==> config.mk <==
export PLATFORM = sky130hd
export DESIGN_NAME = multi_timer
export DESIGN_NICKNAME = d
export VERILOG_FILES = /design/src/rtl/multi_timer.sv
export SDC_FILE = /design/constraint.sdc
export NUM_CORES = 1
export LEC_CHECK = 0
export BUFFER_PORTS_ARGS = -buffer_cell sky130_fd_sc_hd__buf_2
export CAP_MARGIN = 40
export CORE_MARGIN = 8
export CORE_UTILIZATION = 53
export DETAILED_ROUTE_END_ITERATION = 7
export HOLD_SLACK_MARGIN = 0.15
export PLACE_DENSITY = 0.77
export SLEW_MARGIN = 20
export SYNTH_ARGS = -nofsm -noshare
export SYNTH_HDL_FRONTEND = slang
export SYNTH_SLANG_ARGS = --single-unit
==> constraint.sdc <==
create_clock -name clk -period 5.4 [get_ports clk]
set_input_delay 1.08 -clock clk [delete_from_list [all_inputs] [get_ports clk]]
set_output_delay 1.08 -clock clk [all_outputs]
set_load 0.03 [all_outputs]
==> src/rtl/multi_timer.sv <==
// multi_timer: free-running cycle counter with NUM_CH compare channels,
// per-channel pending flags, an interrupt mask and a memory-mapped window.
//
// Ports:
//   clk            - clock, all state updates on the rising edge
//   reset          - asynchronous active-high reset
//   address        - data-memory address from the ALU
//   wdata          - store data
//   MemRead        - load strobe
//   MemWrite       - store strobe
//   rdata          - load data (combinational, zero when not selected)
//   cycle          - free-running cycle count
//   pending        - per-channel pending flags
//   TimerAddress   - address hits the register window
//   TimerInterrupt - OR of pending AND MASK
//
// Register map (byte offsets from BASE_ADDR):
//   0x00 CYCLE (RO), 0x04 ACK (WO, write-1-to-clear), 0x08 STATUS (RO),
//   0x0C MASK (RW), 0x10+4*i COMPARE[i] (RW)
//
// Build option MULTI_TIMER_PERIODIC_EN adds PERIOD[i] at
// 0x10+4*NUM_CH+4*i; a match with a nonzero period advances COMPARE[i]
// by PERIOD[i]. A software COMPARE write in the same cycle wins.

module multi_timer #(
    parameter int unsigned NUM_CH    = 4,
    parameter int unsigned WIDTH     = 32,
    parameter logic [31:0] BASE_ADDR = 32'hFFFF001C
) (
    input  logic              clk,
    input  logic              reset,
    input  logic [31:0]       address,
    input  logic [31:0]       wdata,
    input  logic              MemRead,
    input  logic              MemWrite,
    output logic [31:0]       rdata,
    output logic [WIDTH-1:0]  cycle,
    output logic [NUM_CH-1:0] pending,
    output logic              TimerAddress,
    output logic              TimerInterrupt
);

    localparam int unsigned CMP_OFF = 16;
`ifdef MULTI_TIMER_PERIODIC_EN
    localparam int unsigned PER_OFF   = CMP_OFF + 4 * NUM_CH;
    localparam int unsigned WIN_BYTES = PER_OFF + 4 * NUM_CH;
`else
    localparam int unsigned WIN_BYTES = CMP_OFF + 4 * NUM_CH;
`endif

    // ------------------------------------------------------------
    // Address decode
    // ------------------------------------------------------------
    logic [31:0] off;

    // Unsigned offset: addresses below the base wrap to huge values
    // and fall outside the window automatically.
    assign off = address - BASE_ADDR;

    assign TimerAddress = (address[1:0] == 2'b00)
                       && (off < 32'(WIN_BYTES));

    logic              sel_cyc;
    logic              sel_ack;
    logic              sel_stat;
    logic              sel_mask;
    logic [NUM_CH-1:0] sel_cmp;

    assign sel_cyc  = TimerAddress && (off == 32'h0);
    assign sel_ack  = TimerAddress && (off == 32'h4);
    assign sel_stat = TimerAddress && (off == 32'h8);
    assign sel_mask = TimerAddress && (off == 32'hC);

    always_comb begin
        sel_cmp = '0;
        for (int i = 0; i < NUM_CH; i++) begin
            sel_cmp[i] = TimerAddress
                      && (off == 32'(CMP_OFF + 4 * i));
        end
    end

`ifdef MULTI_TIMER_PERIODIC_EN
    logic [NUM_CH-1:0] sel_per;

    always_comb begin
        sel_per = '0;
        for (int i = 0; i < NUM_CH; i++) begin
            sel_per[i] = TimerAddress
                      && (off == 32'(PER_OFF + 4 * i));
        end
    end
`endif

    logic we;
    assign we = MemWrite && TimerAddress;

    // ------------------------------------------------------------
    // State
    // ------------------------------------------------------------
    logic [WIDTH-1:0]  cycle_q, cycle_d;
    logic [NUM_CH-1:0] pending_q, pending_d;
    logic [NUM_CH-1:0] mask_q, mask_d;
    logic [WIDTH-1:0]  cmp_q [NUM_CH];
    logic [WIDTH-1:0]  cmp_d [NUM_CH];
`ifdef MULTI_TIMER_PERIODIC_EN
    logic [WIDTH-1:0]  per_q [NUM_CH];
    logic [WIDTH-1:0]  per_d [NUM_CH];
`endif

    logic [NUM_CH-1:0] match;
    logic [NUM_CH-1:0] ack;

    // ------------------------------------------------------------
    // Next-state logic
    // ------------------------------------------------------------
    always_comb begin
        cycle_d = cycle_q + WIDTH'(1);

        // Matches always use the registered compare value, so a
        // COMPARE write in a match cycle only affects later cycles.
        match = '0;
        for (int i = 0; i < NUM_CH; i++) begin
            match[i] = (cycle_q == cmp_q[i]);
        end

        ack = (we && sel_ack) ? wdata[NUM_CH-1:0] : '0;

        // Set dominates clear on the same bit.
        pending_d = (pending_q & ~ack) | match;

        mask_d = (we && sel_mask) ? wdata[NUM_CH-1:0] : mask_q;

        for (int i = 0; i < NUM_CH; i++) begin
            cmp_d[i] = cmp_q[i];
`ifdef MULTI_TIMER_PERIODIC_EN
            per_d[i] = (we && sel_per[i]) ? wdata[WIDTH-1:0]
                                          : per_q[i];
            if (match[i] && (per_q[i] != '0)) begin
                cmp_d[i] = cmp_q[i] + per_q[i];
            end
`endif
            if (we && sel_cmp[i]) begin
                cmp_d[i] = wdata[WIDTH-1:0];
            end
        end
    end

    // ------------------------------------------------------------
    // Registers
    // ------------------------------------------------------------
    always_ff @(posedge clk or posedge reset) begin
        if (reset) begin
            cycle_q   <= '0;
            pending_q <= '0;
            mask_q    <= '1;
            for (int i = 0; i < NUM_CH; i++) begin
                cmp_q[i] <= '1;
`ifdef MULTI_TIMER_PERIODIC_EN
                per_q[i] <= '0;
`endif
            end
        end else begin
            cycle_q   <= cycle_d;
            pending_q <= pending_d;
            mask_q    <= mask_d;
            for (int i = 0; i < NUM_CH; i++) begin
                cmp_q[i] <= cmp_d[i];
`ifdef MULTI_TIMER_PERIODIC_EN
                per_q[i] <= per_d[i];
`endif
            end
        end
    end

    // ------------------------------------------------------------
    // Read mux (ACK and holes read as zero)
    // ------------------------------------------------------------
    always_comb begin
        rdata = '0;
        if (MemRead && TimerAddress) begin
            unique case (1'b1)
                sel_cyc:  rdata = 32'(cycle_q);
                sel_stat: rdata = 32'(pending_q);
                sel_mask: rdata = 32'(mask_q);
                default:  rdata = '0;
            endcase
            for (int i = 0; i < NUM_CH; i++) begin
                if (sel_cmp[i]) begin
                    rdata = 32'(cmp_q[i]);
                end
`ifdef MULTI_TIMER_PERIODIC_EN
                if (sel_per[i]) begin
                    rdata = 32'(per_q[i]);
                end
`endif
            end
        end
    end

    // ------------------------------------------------------------
    // Outputs
    // ------------------------------------------------------------
    assign cycle          = cycle_q;
    assign pending        = pending_q;
    assign TimerInterrupt = |(pending_q & mask_q);

    // Upper store-data bits beyond WIDTH carry no state.
    logic unused_wdata;
    assign unused_wdata = ^wdata;

endmodule
### Word-level counts from Yosys, hierarchy flattened

Cells that the tools add are included.

| word-level totals | value |
|---|---|
| bits in registers | 168 |
| input bits | 68 |
| output and inout bits | 70 |

| cells by class | value |
|---|---|
| add/subtract/negate cells | 2 |
| magnitude comparators | 1 |
| eq/ne operators | 11 |
| muxes and demuxes | 7 |
| bitwise gates (word level) | 4 |
| reductions and logical operators | 20 |

Operator list:

| cell | count |
|---|---|
| 32-bit 2-to-1 mux | 5 |
| 32-bit equality test | 4 |
| 32-bit by 5-bit equality test with 1-bit output, second input constant | 4 |
| 32-bit case mux with 3 select lines | 1 |
| 32-bit by 4-bit equality test with 1-bit output, second input constant | 2 |
| 32-bit by 1-bit adder with 32-bit output, second input constant | 1 |
| 32-bit by 3-bit equality test with 1-bit output, second input constant | 1 |
| 32-bit zero test | 1 |
| 32-bit by 6-bit less-than comparator with 1-bit output, second input constant | 1 |
| 32-bit subtractor, second input constant | 1 |
| 1-bit logical AND | 17 |
| 4-bit bitwise AND | 2 |
| 4-bit 2-to-1 mux | 1 |
| 4-bit NOT | 1 |
| 4-bit OR | 1 |
| 4-bit OR reduction | 1 |
| 2-bit zero test | 1 |

### Logic depth before layout (Yosys ltp)

| logic depth | value |
|---|---|
| depth in word-level cells | 10 |
| mapped depth | 10 |

### Worst setup path after synthesis

OpenSTA, ideal clock, no wires.

| path | value |
|---|---|
| path type | input-to-output |
| start | in address[5] |
| end | out rdata[1] |
| data arrival time | 3.803 ns |
| path slack | 0.517 ns |
| stages | 9 |
| buffers on the path | 2 |
| path through | buf_2 nor4_2 nand4_4 nand3_2 o21ai_0 or3_1 or4_1 buf_2 nor4_1 |

| between the ends | value |
|---|---|
| cells in the longest elaborated chain, start to end | 10 |
| elaborated cells between the ends (all ways) | 24 |

RTL lines:

| element | line | RTL |
|---|---|---|
| start, declared | 32 | `input logic [31:0] address,` |
| 32-bit subtractor * | 58 | `assign off = address - BASE_ADDR;` |
| 32-bit by 6-bit less-than comparator with 1-bit output | 61 | `&& (off < 32'(WIN_BYTES));` |
| 1-bit logical AND | 61 |  |
| 1-bit logical AND (on tied branches) | 72, 69, 71 |  |
| 32-bit case mux with 3 select lines | 181 | `unique case (1'b1)` |
| 32-bit 2-to-1 mux (4 in series) | 188 | `if (sel_cmp[i]) begin` |
| 32-bit 2-to-1 mux * | 180 | `if (MemRead && TimerAddress) begin` |
| end, declared | 36 | `output logic [31:0] rdata,` |

Every way passes the cells marked *; elsewhere a longest branch is shown, timed or not.

### Worst setup path in the final report

| path | value |
|---|---|
| start | in address[2] |
| end | out rdata[1] |

The elaborated chain is that of the path after synthesis.

==> Implementation_results.wiki <==
{| class="wikitable"
! Metric !! Value
|-
| Status || finished, final reports clean
|-
| Total internal power || ~2 mW
|-
| Number of placement rows || just over 50
|-
| Wire length of the first global-routing pass || slightly below 50000 um
|-
| Category of the most critical setup path || in2out
|-
| Maximum number of pins on one net before global-route repair || roughly 170
|-
| Compound-gate portion of the synthesized area || under 10%
|-
| Count of warnings emitted by yosys || 0
|-
| Sequential cell area fraction in the yosys report || a little over 40%
|-
| Sequential share of power || 48.3%
|-
| CTS resizes || 0
|-
| Met1 Usage GRT || 34.1%
|-
| Unrepaired setup endpoints after global routing || false
|-
| Xor-xnor portion of the synthesized cell area || around 13%
|-
| Total number of vias || roughly 8000
|-
| Synthesized-area fraction occupied by adder cells || less than 1%
|-
| Worst Min Path Start || cmp_q[63]
|-
| Worst relative slew slack || between 20% and 30%
|-
| Mux contribution to synthesized area || a little under a fifth
|-
| Total of hold buffers inserted after clock tree synthesis || 0
|-
| Number of buffers inserted by post-CTS setup repair || 0
|-
| Port Buf Inserts || 137
|-
| Final period util || between 90% and 100%
|-
| IO Count || about 140
|-
| Power share of the clock group || a little under half
|-
| DR pass1 iterations || 6
|-
| Max Slew Vio Count || 0
|-
| Lkg Pwr || around 4.5 nW
|-
| Commonest non-fill, non-tap cell in the layout || sky130_fd_sc_hd__xnor2_1
|-
| Floorplan die width || about 160 um
|-
| Worst Max-Slew Pin Slew || between 1 and 1.5 ns
|-
| Max-capacitance violation count || 0
|-
| Floorplan die height || between 150 and 200 um
|-
| Achievable frequency || 203 MHz
|-
| Unique cell type count in the Yosys netlist || 61
|-
| Final min period || just under 5 ns
|-
| Drt via density || approximately 6.4
|-
| Final weighted congestion in routability-driven placement || about 0.9
|-
| Routing usage on met3 || ~6.6%
|-
| Highest-count cells in the layout ignoring fill and taps || 151 x sky130_fd_sc_hd__xnor2_1, 137 x sky130_fd_sc_hd__buf_2, 132 x sky130_fd_sc_hd__dfstp_2, 120 x sky130_fd_sc_hd__mux2_4, 40 x sky130_fd_sc_hd__nand4_1
|-
| Fraction of layout instances using a drive strength above 1 || 48.6%
|-
| Hold crit path type || reg2reg
|-
| Core Region || between 15000 and 20000 um2
|-
| Syn_nets || ~940
|-
| Fin Clk Skew || around 0.010 ns
|-
| Final setup violation count || 0
|-
| Final nets || approximately 1000
|-
| Switching share of power || a little under a quarter
|-
| Final Hold Violating Endpoints || 0
|-
| Crit path required time || between 4 and 5 ns
|-
| Clock sinks || 168
|-
| IR drop worst, VDD || ~0.23 mV
|-
| Number of synthesized register bits || roughly 170
|-
| Synthesized area divided by synthesized cell count || 12.1 um2
|-
| Critical Path Start Type || input pin
|-
| Number of H-tree levels || 4
|-
| Total Power || 2.62 mW
|-
| GRT Max-Usage Layer || met2
|-
| Antenna-violating nets left || 0
|-
| Maximum number of buffers from clock root to sink || 2
|-
| CP Launch Point || address[2]
|-
| Net switching power || ~600 uW
|-
| Clock buffer count from CTS || 17
|-
| Setup TNS after final layout || 0 ns
|-
| Overall fraction of global-route tracks in use || 26.1%
|-
| Data arrival, critical path || 3.86 ns
|-
| Maximum fanout count along the critical path || 18
|-
| Clock-pin slew on the worst setup and hold paths || roughly 0.070 ns
|-
| Skew-Pair Late Insertion Delay || 0.44 ns
|-
| Share of synthesized cell area in and, or, nand and nor gates || between 10% and 20%
|-
| Number of enable flip-flop cells after synthesis || 0
|-
| Gate count of the mapped netlist || 874
|-
| Cell at the root of the clock tree || sky130_fd_sc_hd__clkbuf_16
|-
| WL final || around 32000 um
|-
| Element type at the critical path end || primary output
|-
| Setup slack of the most critical reg-to-reg path || 2.05 ns
|-
| HPWL after DPL || ~22000 um
|-
| Remaining design rule violation count || 0
|-
| Total Die Area || 24700 um2
|-
| Number of fillers in the final layout || 1577
|-
| Power Density || around 220 nW/um2
|-
| Startpoint of the lowest-slack register-to-register path || cycle[2]
|-
| Clock tree from TritonCTS || yes
|-
| Detailed Route Iter0 Violations || 822
|-
| Overflow after GRT || 0
|-
| DR WL/cell || between 20 and 30 um
|-
| Initial Utilization || 54.2%
|-
| Largest family of logic cells by synthesized area || multiplexers
|-
| Layout overhead on the synthesized area || 12.1%
|-
| Post-synth ARST share || 100%
|-
| Fraction of power consumed by combinational cells || under 10%
|-
| Commonest register cell after synthesis || sky130_fd_sc_hd__dfstp_2
|-
| Number of antenna violations at the first check in global routing || 2
|-
| M2 GR Usage || 39.9%
|-
| Vias in the first global route || about 8100
|-
| Cell area after synthesis || about 11000 um2
|}
through the flow:
step	instances	setup WS [ns]	cell area [um2]	hold WS [ns]	utilization [%]
6_report	1244	0.463	11900	0.635	60.7
5_1_grt	1244	0.299	11900	0.641	60.7
2_1_floorplan	874	0.517	10600	0.609	-
3_5_place_dp	1210	0.546	11300	0.609	57.6
3_3_place_gp	1210	0.626	11300	0.604	57.6
4_1_cts	1242	0.508	11800	0.622	60.7
cell type report:
class,instances,area (um2),area share (%)
multi-input combinational,618,5630,47.5
clock inverter,9,116,0.982
sequential,168,4370,36.9
tap,265,332,2.80
timing repair buffer,150,883,7.45
clock buffer,23,478,4.03
antenna,2,5.00,0.0422
inverter,9,37.5,0.317
flip-flops by register name (all words and copies together), names as in the netlist:
register  flops
cmp_q       128
cycle        32
mask_q        4
pending       4
worst paths after layout:
| path | depth (start not counted) | end |
|---|---|---|
| worst max-delay path | 10 | rdata[1] |
| worst min-delay path | 1 | cmp_q[63] |
| worst max register to register | 7 | cycle[31] |
| min in group asynchronous | 3 | cycle[4] |
| max in group asynchronous | 3 | cycle[25] |
| worst min register to register | 1 | cmp_q[63] |
critical path, stage by stage:
cell and delay (ns):
sky130_fd_sc_hd__buf_2 0.22, sky130_fd_sc_hd__nand3_2 0.16, sky130_fd_sc_hd__and4_4 0.23, sky130_fd_sc_hd__o21ai_0 0.24
sky130_fd_sc_hd__o21ai_0 0.12, sky130_fd_sc_hd__or3_1 0.38, sky130_fd_sc_hd__or4_1 0.51, sky130_fd_sc_hd__buf_4 0.24
sky130_fd_sc_hd__nor4_1 0.39, sky130_fd_sc_hd__buf_2 0.27
cells by family after synthesis:
kind of cell,after synthesis
flip-flops,168
adder cells (fa/ha/maj),1
AND/OR/NAND/NOR,192
buffers and inverters,88
XOR/XNOR,162
AO/OA/AOI/OAI,126
multiplexers,137
per-layer routing:
layer / share of wire (%) / routed length, um
met5: 0 / 0
met4: 3.2 / 1020
met3: 10 / 3280
met2: 46 / 14500
met1: 41 / 12900
synth_stat cells, drive strengths merged, types with 2 or more instances:
cell type	n	share of area, %
or2	2	0.12
dfrtp	36	8.5
or3	3	0.18
nor3	35	1.7
or4	5	0.39
nand4	42	2.8
o21ai	34	1.6
nor2	15	0.53
a221o	29	2.7
xnor2	151	13
nor4	14	1.0
inv	9	0.32
xor2	11	0.91
and3	13	0.77
buf	34	3.8
clkbuf	45	1.6
a22o	4	0.33
nor3b	2	0.14
a21oi	4	0.19
mux2	135	19
nand2b	3	0.18
dfstp	132	33
nand2	24	0.85
o22ai	7	0.41
a22oi	2	0.14
mux2i	2	0.19
and4	4	0.36
nor4b	5	0.67
a211oi	2	0.19
a221oi	33	2.7
a31oi	4	0.30
nand3	21	1.1
power groups by stage:
stage | registers [mW] | clock network, mW | logic (mW)
after floorplan | 1.28 | 0 | 0.0515
after global placement | 1.28 | 0 | 0.110
after detailed placement | 1.28 | 0 | 0.113
after CTS | 1.26 | 1.24 | 0.113
after global routing | 1.26 | 1.30 | 0.124
final | 1.26 | 1.24 | 0.113
(Power assumes the default switching activity.)
